--- config.mk ---
export PLATFORM = sky130hd
export DESIGN_NAME = de2i_150_qsys_nios2_cpu_oci_dct_packer
export DESIGN_NICKNAME = d
export VERILOG_FILES = /design/src/rtl/nios2_oci_trace_pkg.sv /design/src/rtl/de2i_150_qsys_nios2_cpu_oci_dct_packer_if.sv /design/src/rtl/de2i_150_qsys_nios2_cpu_oci_dct_frame_reg.sv /design/src/rtl/de2i_150_qsys_nios2_cpu_oci_dct_packer.sv
export SDC_FILE = /design/constraint.sdc
export NUM_CORES = 1
export LEC_CHECK = 0
export CAP_MARGIN = 10
export CORE_ASPECT_RATIO = 2
export CORE_MARGIN = 2
export CORE_UTILIZATION = 56
export CTS_BUF_LIST = sky130_fd_sc_hd__clkbuf_4 sky130_fd_sc_hd__clkbuf_8
export CTS_CLUSTER_DIAMETER = 120
export DETAILED_ROUTE_END_ITERATION = 8
export DONT_BUFFER_PORTS = 1
export PLACE_DENSITY = 0.74
export SETUP_SLACK_MARGIN = 0.4
export SLEW_MARGIN = 20
export SYNTH_ARGS = -nofsm -noshare
export SYNTH_HDL_FRONTEND = slang
export SYNTH_SLANG_ARGS = --single-unit
--- constraint.sdc ---
create_clock -name clk -period 2.8 [get_ports clk]
set_input_delay 0.56 -clock clk [delete_from_list [all_inputs] [get_ports clk]]
set_output_delay 0.56 -clock clk [all_outputs]
set_load 0.02 [all_outputs]
--- src/rtl/nios2_oci_trace_pkg.sv ---
// Shared definitions for the Nios II on-chip trace direct-branch packer.
// Holds the branch-outcome code values, the default frame depth and the
// output-slot state encoding used by the packer and its testbench.
package nios2_oci_trace_pkg;

   // Default number of codes per frame and bits per code.
   localparam int DCT_FRAMES_DEFAULT = 15;
   localparam int CODE_W_DEFAULT     = 2;

   // Branch-outcome codes. 2'b00 never appears, so an all-zero field always
   // marks an unused slot in a partial frame.
   localparam logic [1:0] CODE_TAKEN     = 2'b10;
   localparam logic [1:0] CODE_NOT_TAKEN = 2'b01;

   // Output-slot state:
   //   SLOT_EMPTY   - output register holds no frame
   //   SLOT_PENDING - output register holds a frame awaiting frame_ready
   //   SLOT_STALL   - output register occupied and the accumulator also holds
   //                  a closed frame waiting to move into it
   typedef enum logic [1:0] {
      SLOT_EMPTY   = 2'd0,
      SLOT_PENDING = 2'd1,
      SLOT_STALL   = 2'd2
   } slot_state_e;

   function automatic logic [1:0] encode_dct(input logic taken);
      return taken ? CODE_TAKEN : CODE_NOT_TAKEN;
   endfunction

endpackage

--- src/rtl/de2i_150_qsys_nios2_cpu_oci_dct_packer_if.sv ---
// Frame handshake bundle between the frame producer and its consumer.
//   frame_valid - a frame is presented on dct_buffer/dct_count
//   frame_ready - consumer accepts the frame this cycle
//   dct_buffer  - packed codes, newest in the low CODE_W bits
//   dct_count   - number of valid codes in dct_buffer
// master: the side that presents frames; slave: the side that accepts them.
interface de2i_150_qsys_nios2_cpu_oci_dct_packer_if #(
   parameter int DCT_FRAMES = 15,
   parameter int CODE_W     = 2
);
   localparam int BUF_W = DCT_FRAMES * CODE_W;
   localparam int CNT_W = $clog2(DCT_FRAMES + 1);

   logic             frame_valid;
   logic             frame_ready;
   logic [BUF_W-1:0] dct_buffer;
   logic [CNT_W-1:0] dct_count;

   modport master (
      output frame_valid,
      output dct_buffer,
      output dct_count,
      input  frame_ready
   );

   modport slave (
      input  frame_valid,
      input  dct_buffer,
      input  dct_count,
      output frame_ready
   );
endinterface

--- src/rtl/de2i_150_qsys_nios2_cpu_oci_dct_frame_reg.sv ---
// Output frame register with valid/ready handshake.
//   clk, reset  - clock and synchronous active-high reset
//   load        - capture load_buffer/load_count and present them next cycle
//   load_buffer - frame contents to capture
//   load_count  - number of codes in the frame to capture
//   handshake   - frame_valid && frame_ready this cycle
//   out         - frame bundle presented to the consumer
// The captured frame stays stable until the consumer takes it; a load in
// the same cycle as a handshake replaces it without a bubble.
module de2i_150_qsys_nios2_cpu_oci_dct_frame_reg #(
   parameter  int DCT_FRAMES = 15,
   parameter  int CODE_W     = 2,
   localparam int BUF_W      = DCT_FRAMES * CODE_W,
   localparam int CNT_W      = $clog2(DCT_FRAMES + 1)
) (
   input  logic             clk,
   input  logic             reset,
   input  logic             load,
   input  logic [BUF_W-1:0] load_buffer,
   input  logic [CNT_W-1:0] load_count,
   output logic             handshake,
   de2i_150_qsys_nios2_cpu_oci_dct_packer_if.master out
);

   logic             valid_q,  valid_d;
   logic [BUF_W-1:0] buffer_q, buffer_d;
   logic [CNT_W-1:0] count_q,  count_d;

   always_comb begin
      // NOTE: every output of a combinational block gets a default first so
      // no path leaves it unassigned and a latch is never inferred.
      handshake = valid_q && out.frame_ready;
      valid_d   = valid_q;
      buffer_d  = buffer_q;
      count_d   = count_q;
      if (load) begin
         valid_d  = 1'b1;
         buffer_d = load_buffer;
         count_d  = load_count;
      end else if (handshake) begin
         valid_d  = 1'b0;
      end
   end

   always_ff @(posedge clk) begin
      // NOTE: state is updated with non-blocking assignments so every flop
      // samples values from before this edge, independent of statement order.
      if (reset) begin
         valid_q  <= 1'b0;
         buffer_q <= '0;
         count_q  <= '0;
      end else begin
         valid_q  <= valid_d;
         buffer_q <= buffer_d;
         count_q  <= count_d;
      end
   end

   assign out.frame_valid = valid_q;
   assign out.dct_buffer  = buffer_q;
   assign out.dct_count   = count_q;

endmodule

--- src/rtl/de2i_150_qsys_nios2_cpu_oci_dct_packer.sv ---
// Direct-branch trace packer.
//   clk, reset  - clock and synchronous active-high reset
//   trc_on      - trace enable; branch events are ignored while low
//   dct_valid   - one direct-branch event this cycle
//   dct_taken   - outcome of that branch
//   flush_req   - close the partial frame (indirect branch / exception)
//   frame_ready - downstream accepts the presented frame
//   frame_valid - dct_buffer/dct_count hold a frame
//   dct_buffer  - packed codes, newest in bits [1:0], unused upper bits zero
//   dct_count   - number of valid codes in dct_buffer
//   overflow    - sticky: an event was dropped because no space was left
// Branch outcomes are shifted into an accumulator; a full or flushed
// accumulator closes a frame, which moves into the output register as soon
// as that register is free.
module de2i_150_qsys_nios2_cpu_oci_dct_packer
   import nios2_oci_trace_pkg::*;
#(
   parameter  int DCT_FRAMES = DCT_FRAMES_DEFAULT,
   parameter  int CODE_W     = CODE_W_DEFAULT,
   localparam int BUF_W      = DCT_FRAMES * CODE_W,
   localparam int CNT_W      = $clog2(DCT_FRAMES + 1)
) (
   input  logic             clk,
   input  logic             reset,
   input  logic             trc_on,
   input  logic             dct_valid,
   input  logic             dct_taken,
   input  logic             flush_req,
   input  logic             frame_ready,
   output logic             frame_valid,
   output logic [BUF_W-1:0] dct_buffer,
   output logic [CNT_W-1:0] dct_count,
   output logic             overflow
);

   localparam logic [CNT_W-1:0] FULL_CNT = CNT_W'(DCT_FRAMES);

   de2i_150_qsys_nios2_cpu_oci_dct_packer_if #(
      .DCT_FRAMES (DCT_FRAMES),
      .CODE_W     (CODE_W)
   ) frm ();

   assign frm.frame_ready = frame_ready;
   assign frame_valid     = frm.frame_valid;
   assign dct_buffer      = frm.dct_buffer;
   assign dct_count       = frm.dct_count;

   slot_state_e      state_q, state_d;
   logic [BUF_W-1:0] acc_q, acc_d;
   logic [CNT_W-1:0] acc_cnt_q, acc_cnt_d;
   logic             overflow_q, overflow_d;

   logic              event_in;
   logic [CODE_W-1:0] code;
   logic [BUF_W-1:0]  post_acc;
   logic [CNT_W-1:0]  post_cnt;
   logic              acc_full;
   logic              can_xfer;
   logic              close;
   logic              load;
   logic [BUF_W-1:0]  load_buffer;
   logic [CNT_W-1:0]  load_count;
   logic              handshake;
   logic              held_closed;

   // ---------------- accumulator and transfer datapath ----------------
   always_comb begin
      event_in    = dct_valid && trc_on;
      code        = CODE_W'(encode_dct(dct_taken));
      acc_full    = (acc_cnt_q == FULL_CNT);
      can_xfer    = !frm.frame_valid || frame_ready;
      post_acc    = event_in ? {acc_q[BUF_W-CODE_W-1:0], code} : acc_q;
      post_cnt    = acc_cnt_q + CNT_W'(event_in);
      close       = 1'b0;
      load        = 1'b0;
      load_buffer = acc_q;
      load_count  = acc_cnt_q;
      acc_d       = acc_q;
      acc_cnt_d   = acc_cnt_q;
      overflow_d  = overflow_q;

      if (acc_full) begin
         // A full accumulator is always a closed frame. It can only drain
         // into the output register; a new event either starts the next
         // frame (if the drain happens now) or is lost.
         close = 1'b1;
         if (can_xfer) begin
            load      = 1'b1;
            acc_d     = event_in ? BUF_W'(code) : '0;
            acc_cnt_d = CNT_W'(event_in);
         end else if (event_in) begin
            overflow_d = 1'b1;
         end
      end else begin
         // The event is appended first, so a same-cycle flush includes it.
         // A frame already closed but stalled keeps absorbing events.
         close = held_closed || (post_cnt == FULL_CNT) ||
                 (flush_req && (post_cnt != '0));
         if (close && can_xfer) begin
            load        = 1'b1;
            load_buffer = post_acc;
            load_count  = post_cnt;
            acc_d       = '0;
            acc_cnt_d   = '0;
         end else begin
            acc_d       = post_acc;
            acc_cnt_d   = post_cnt;
         end
      end
   end

   always_ff @(posedge clk) begin
      if (reset) begin
         acc_q      <= '0;
         acc_cnt_q  <= '0;
         overflow_q <= 1'b0;
      end else begin
         acc_q      <= acc_d;
         acc_cnt_q  <= acc_cnt_d;
         overflow_q <= overflow_d;
      end
   end

   assign overflow = overflow_q;

   // ---------------- output-slot FSM ----------------
   always_ff @(posedge clk) begin
      if (reset) state_q <= SLOT_EMPTY;
      else       state_q <= state_d;
   end

   always_comb begin
      state_d = state_q;
      unique case (state_q)
         SLOT_EMPTY:   if (close) state_d = SLOT_PENDING;
         SLOT_PENDING: begin
            if (handshake) state_d = close ? SLOT_PENDING : SLOT_EMPTY;
            else if (close) state_d = SLOT_STALL;
         end
         SLOT_STALL:   if (handshake) state_d = SLOT_PENDING;
         default:      state_d = SLOT_EMPTY;
      endcase
   end

   always_comb begin
      held_closed = (state_q == SLOT_STALL);
   end

   // ---------------- output register ----------------
   de2i_150_qsys_nios2_cpu_oci_dct_frame_reg #(
      .DCT_FRAMES (DCT_FRAMES),
      .CODE_W     (CODE_W)
   ) u_frame_reg (
      .clk         (clk),
      .reset       (reset),
      .load        (load),
      .load_buffer (load_buffer),
      .load_count  (load_count),
      .handshake   (handshake),
      .out         (frm.master)
   );

endmodule
==> flow_metrics.tcl <==
set metrics [dict create \
    hold_violations 0 \
    slowest_delay_ns 0.35 \
    synth_xor_area_share_pct 0.499 \
    rsz0062_at_grt "true" \
    synth_area_leader_cell "dfxtp_1" \
    die_area_sq_um 6960 \
    areaGrowthSynthToFinish_pct 10.0 \
    slowest_stage "dfxtp_1" \
    tritoncts "done" \
    grt_overflow 0 \
    grt_pass1_vias 2984 \
    timing.setup.tns_ns 0 \
    seq_area_frac_synth_pct 41.0 \
    core_sq_um 6060 \
    ys_top_cells_by_area "dfxtp_1 41%, a21oi_1 8.7%, nand2_1 6.8%, o221a_2 5.1%, nor3_1 4.7%" \
    synthCells 423 \
    num_vias 3138 \
    crit_fanout 18 \
    clk_path_buf_depth 2 \
    num_rows 40 \
    arrival_ns 2.58 \
    dp_hpwl_mm 5.78 \
    clock-root-buffer "clkbuf_8" \
    ir_worst_vdd_mv 0.352 \
    timing.fmax_mhz 431 \
    start_kind "register" \
    relSlewSlack_pct 43.7 \
    powerDensity_nw_per_um2 564 \
    cp_cell_sequence "ha_4 -> ha_4 -> xor2_4 -> o31ai_4 -> o211a_4 -> buf_4 -> o21ai_1 -> buf_4 -> o32ai_1" \
    required_ns 3.06 \
    finalNonFillerCells 494 \
    numCtsBuffers 9 \
    min_path_type "primary input to register" \
    clock_skew_ns 0.00760 \
    wirelength_mm 8.74 \
    synth_top_family_by_area "compound AO/OA/AOI/OAI gates" \
    report.final.slew_viol_count 0 \
    syn_area_sq_um 3510 \
    drv_cap 0 \
    layout.nets 416 \
    ys_seq_elements 72 \
    ys_warn_count 0 \
    postSynthAreaPerCell_sq_um 8.31 \
    setup_violations 0 \
    grt_pass1_wl_mm 14.1 \
    diodes 0 \
    pre_cts_slack_ns 0.0310 \
    synth_compound_area_share_pct 27.6 \
    cts_sinks 72 \
    synth.top_cell.area_share_pct 41.0 \
    vias_per_cell 6.35 \
    cp-end-kind "register" \
    routabilityCongestion 0.824 \
    clk_latency_ns 0.35 \
    crit_type "register to register" \
    start_util_pct 58.0 \
    timing.final.crit_period_ns 2.32 \
    synth_simple_gate_area_share_pct 15.9 \
    final_util_pct 63.8 \
    synthAdderAreaFrac_pct 0.712 \
    tightest_slew_ns 0.843 \
    power_leakage_uw 0.00133 \
    drt_iter0_drc 177 \
    syn-num-nets 432 \
    drive_gt1_share_pct 17.6 \
    io_buffers 0 \
    htreeDepth 3 \
    min_period_over_period_pct 82.9 \
    status "complete, no violations" \
    worst_slack_ns 0.478 \
    wl_per_cell_um 17.7 \
    grt_usage_pct 26.7 \
    clkTransAtPathRegs_ns 0.07 \
    post-route-drc-count 0 \
    synthDistinctLibCells 38 \
    fp.dieH_um 116 \
    design.portCount 43 \
    die_width_um 60.0 \
    synth_mux_area_share_pct 8.40 \
    first_pass_iters 4 \
    place_inst 478 \
    final_antenna_net_count 0 \
    antenna_found_initial 0 \
    whs_ns 0.277 \
    grt_max_degree 45 \
]
-- cell usage in the layout, fill, tap and decap left out, drive strengths merged --
| cell type | netlist | final |
|---|---|---|
| a311oi | 1 | 1 |
| o211a | 2 | 2 |
| a221oi | 1 | 1 |
| mux2 | 12 | 12 |
| buf | 17 | 16 |
| o221a | 17 | 17 |
| nand4 | 1 | 1 |
| a211oi | 2 | 2 |
| inv | 2 | 2 |
| a22oi | 16 | 16 |
| nor4b | 2 | 2 |
| o21ai | 18 | 18 |
| o211ai | 1 | 1 |
| a31oi | 2 | 2 |
| nand3 | 2 | 2 |
| nand2 | 64 | 64 |
| xor2 | 2 | 2 |
| nand2b | 2 | 2 |
| a21oi | 62 | 63 |
| and4 | 1 | 1 |
| o31ai | 1 | 1 |
| nor2b | 2 | 2 |
| nor2 | 23 | 23 |
| clkinv | 1 | 1 |
| nor3 | 33 | 33 |
| ha | 2 | 2 |
| dfxtp | 72 | 72 |
| a32oi | 1 | 1 |
| o32ai | 17 | 17 |
| mux2i | 16 | 16 |
| a2111oi | 1 | 1 |
| clkbuf | 27 | 14 |
-- state kept, by name, indices dropped and copies added (netlist names) --
signal and cells:
acc_cnt_q 4, acc_q 30, overflow 1, state_q 2, u_frame_reg.out.dct_buffer 30, u_frame_reg.out.dct_count 4, u_frame_reg.out.frame_valid 1
-- cell usage after synthesis --
master,count
nor4b_1,2
o31ai_1,1
clkbuf_1,27
nand2_1,64
a311oi_1,1
a22oi_1,16
a32oi_1,1
nand2b_1,2
o211a_1,2
nor3_1,33
inv_1,2
o221a_2,16
nor2_1,23
a31oi_1,2
a21oi_1,61
buf_6,1
xor2_1,2
and4_1,1
o21ai_1,3
buf_4,2
nand4_1,1
mux2i_1,16
nand3_1,2
a221oi_1,1
clkinv_1,1
o221a_1,1
buf_1,3
a2111oi_0,1
o211ai_1,1
o21ai_0,15
a211oi_1,2
mux2_2,12
buf_2,11
dfxtp_1,72
nor2b_1,2
a21oi_4,1
ha_1,2
o32ai_1,17
-- stage by stage --
step / total power [uW] / instance area [sq um]
final: 2180 / 3860
after global routing: 2260 / 3860
after CTS: 2180 / 3830
after detailed placement: 1420 / 3640
after global placement: 1420 / 3640
after floorplan: 1390 / 3640
-- final cells by class --
class / count / area [sq um]
clock buffers: 14 / 180
fillers: 516 / 2190
inverters: 3 / 13.8
multi-input cells: 305 / 1990
flip-flops and latches: 72 / 1440
well taps: 84 / 105
repair buffers: 16 / 133
-- final timing paths --
kind           startpoint            to  slack, ns  cells past startpoint
max          acc_cnt_q[0]  acc_cnt_q[0]       0.48                      9
min                 reset     acc_q[19]       0.28                      1
max reg2reg  acc_cnt_q[0]  acc_cnt_q[0]       0.48                      9
min reg2reg     acc_q[28]     acc_q[28]       0.48                      2
-- critical path, delay by kind of cell, from the launching register on --
family	cells	cell delay [ns]
XOR/XNOR	1	0.17
adder cells (fa/ha/maj)	2	0.35
flip-flops	1	0.35
buffers and inverters	2	0.47
AO/OA/AOI/OAI	4	0.87
-- routing by layer --
layer | vias to the layer above | wire length [um] | track usage [%]
li1 | 1531 | - | -
met1 | 1491 | 3480 | 30.6
met2 | 89 | 4420 | 43.4
met3 | 27 | 402 | 5.47
met4 | 0 | 425 | 17.6
met5 | - | 0 | 0
-- repair_timing --
| item | 4_1_cts | 5_1_grt |
|---|---|---|
| pin swaps | 1 | 2 |
| setup endpoints to repair | 33 | 50 |
| hold buffers | 0 | 0 |
| buffers inserted | 0 | 1 |
| resized for setup | 0 | 6 |
| gates cloned | 1 | 0 |
-- logic make-up after synthesis --
logic type	after synthesis
flops	72
xor+xnor	2
compound gates	142
simple gates	130
fa+ha+maj	2
mux	28
buf+inv	47
-- where the power goes --
part | switching (uW) | internal (uW)
logic | 164 | 113
clock network | 357 | 405
registers | 75.2 | 1070
No activity file was read; power rests on OpenSTA's default activity.
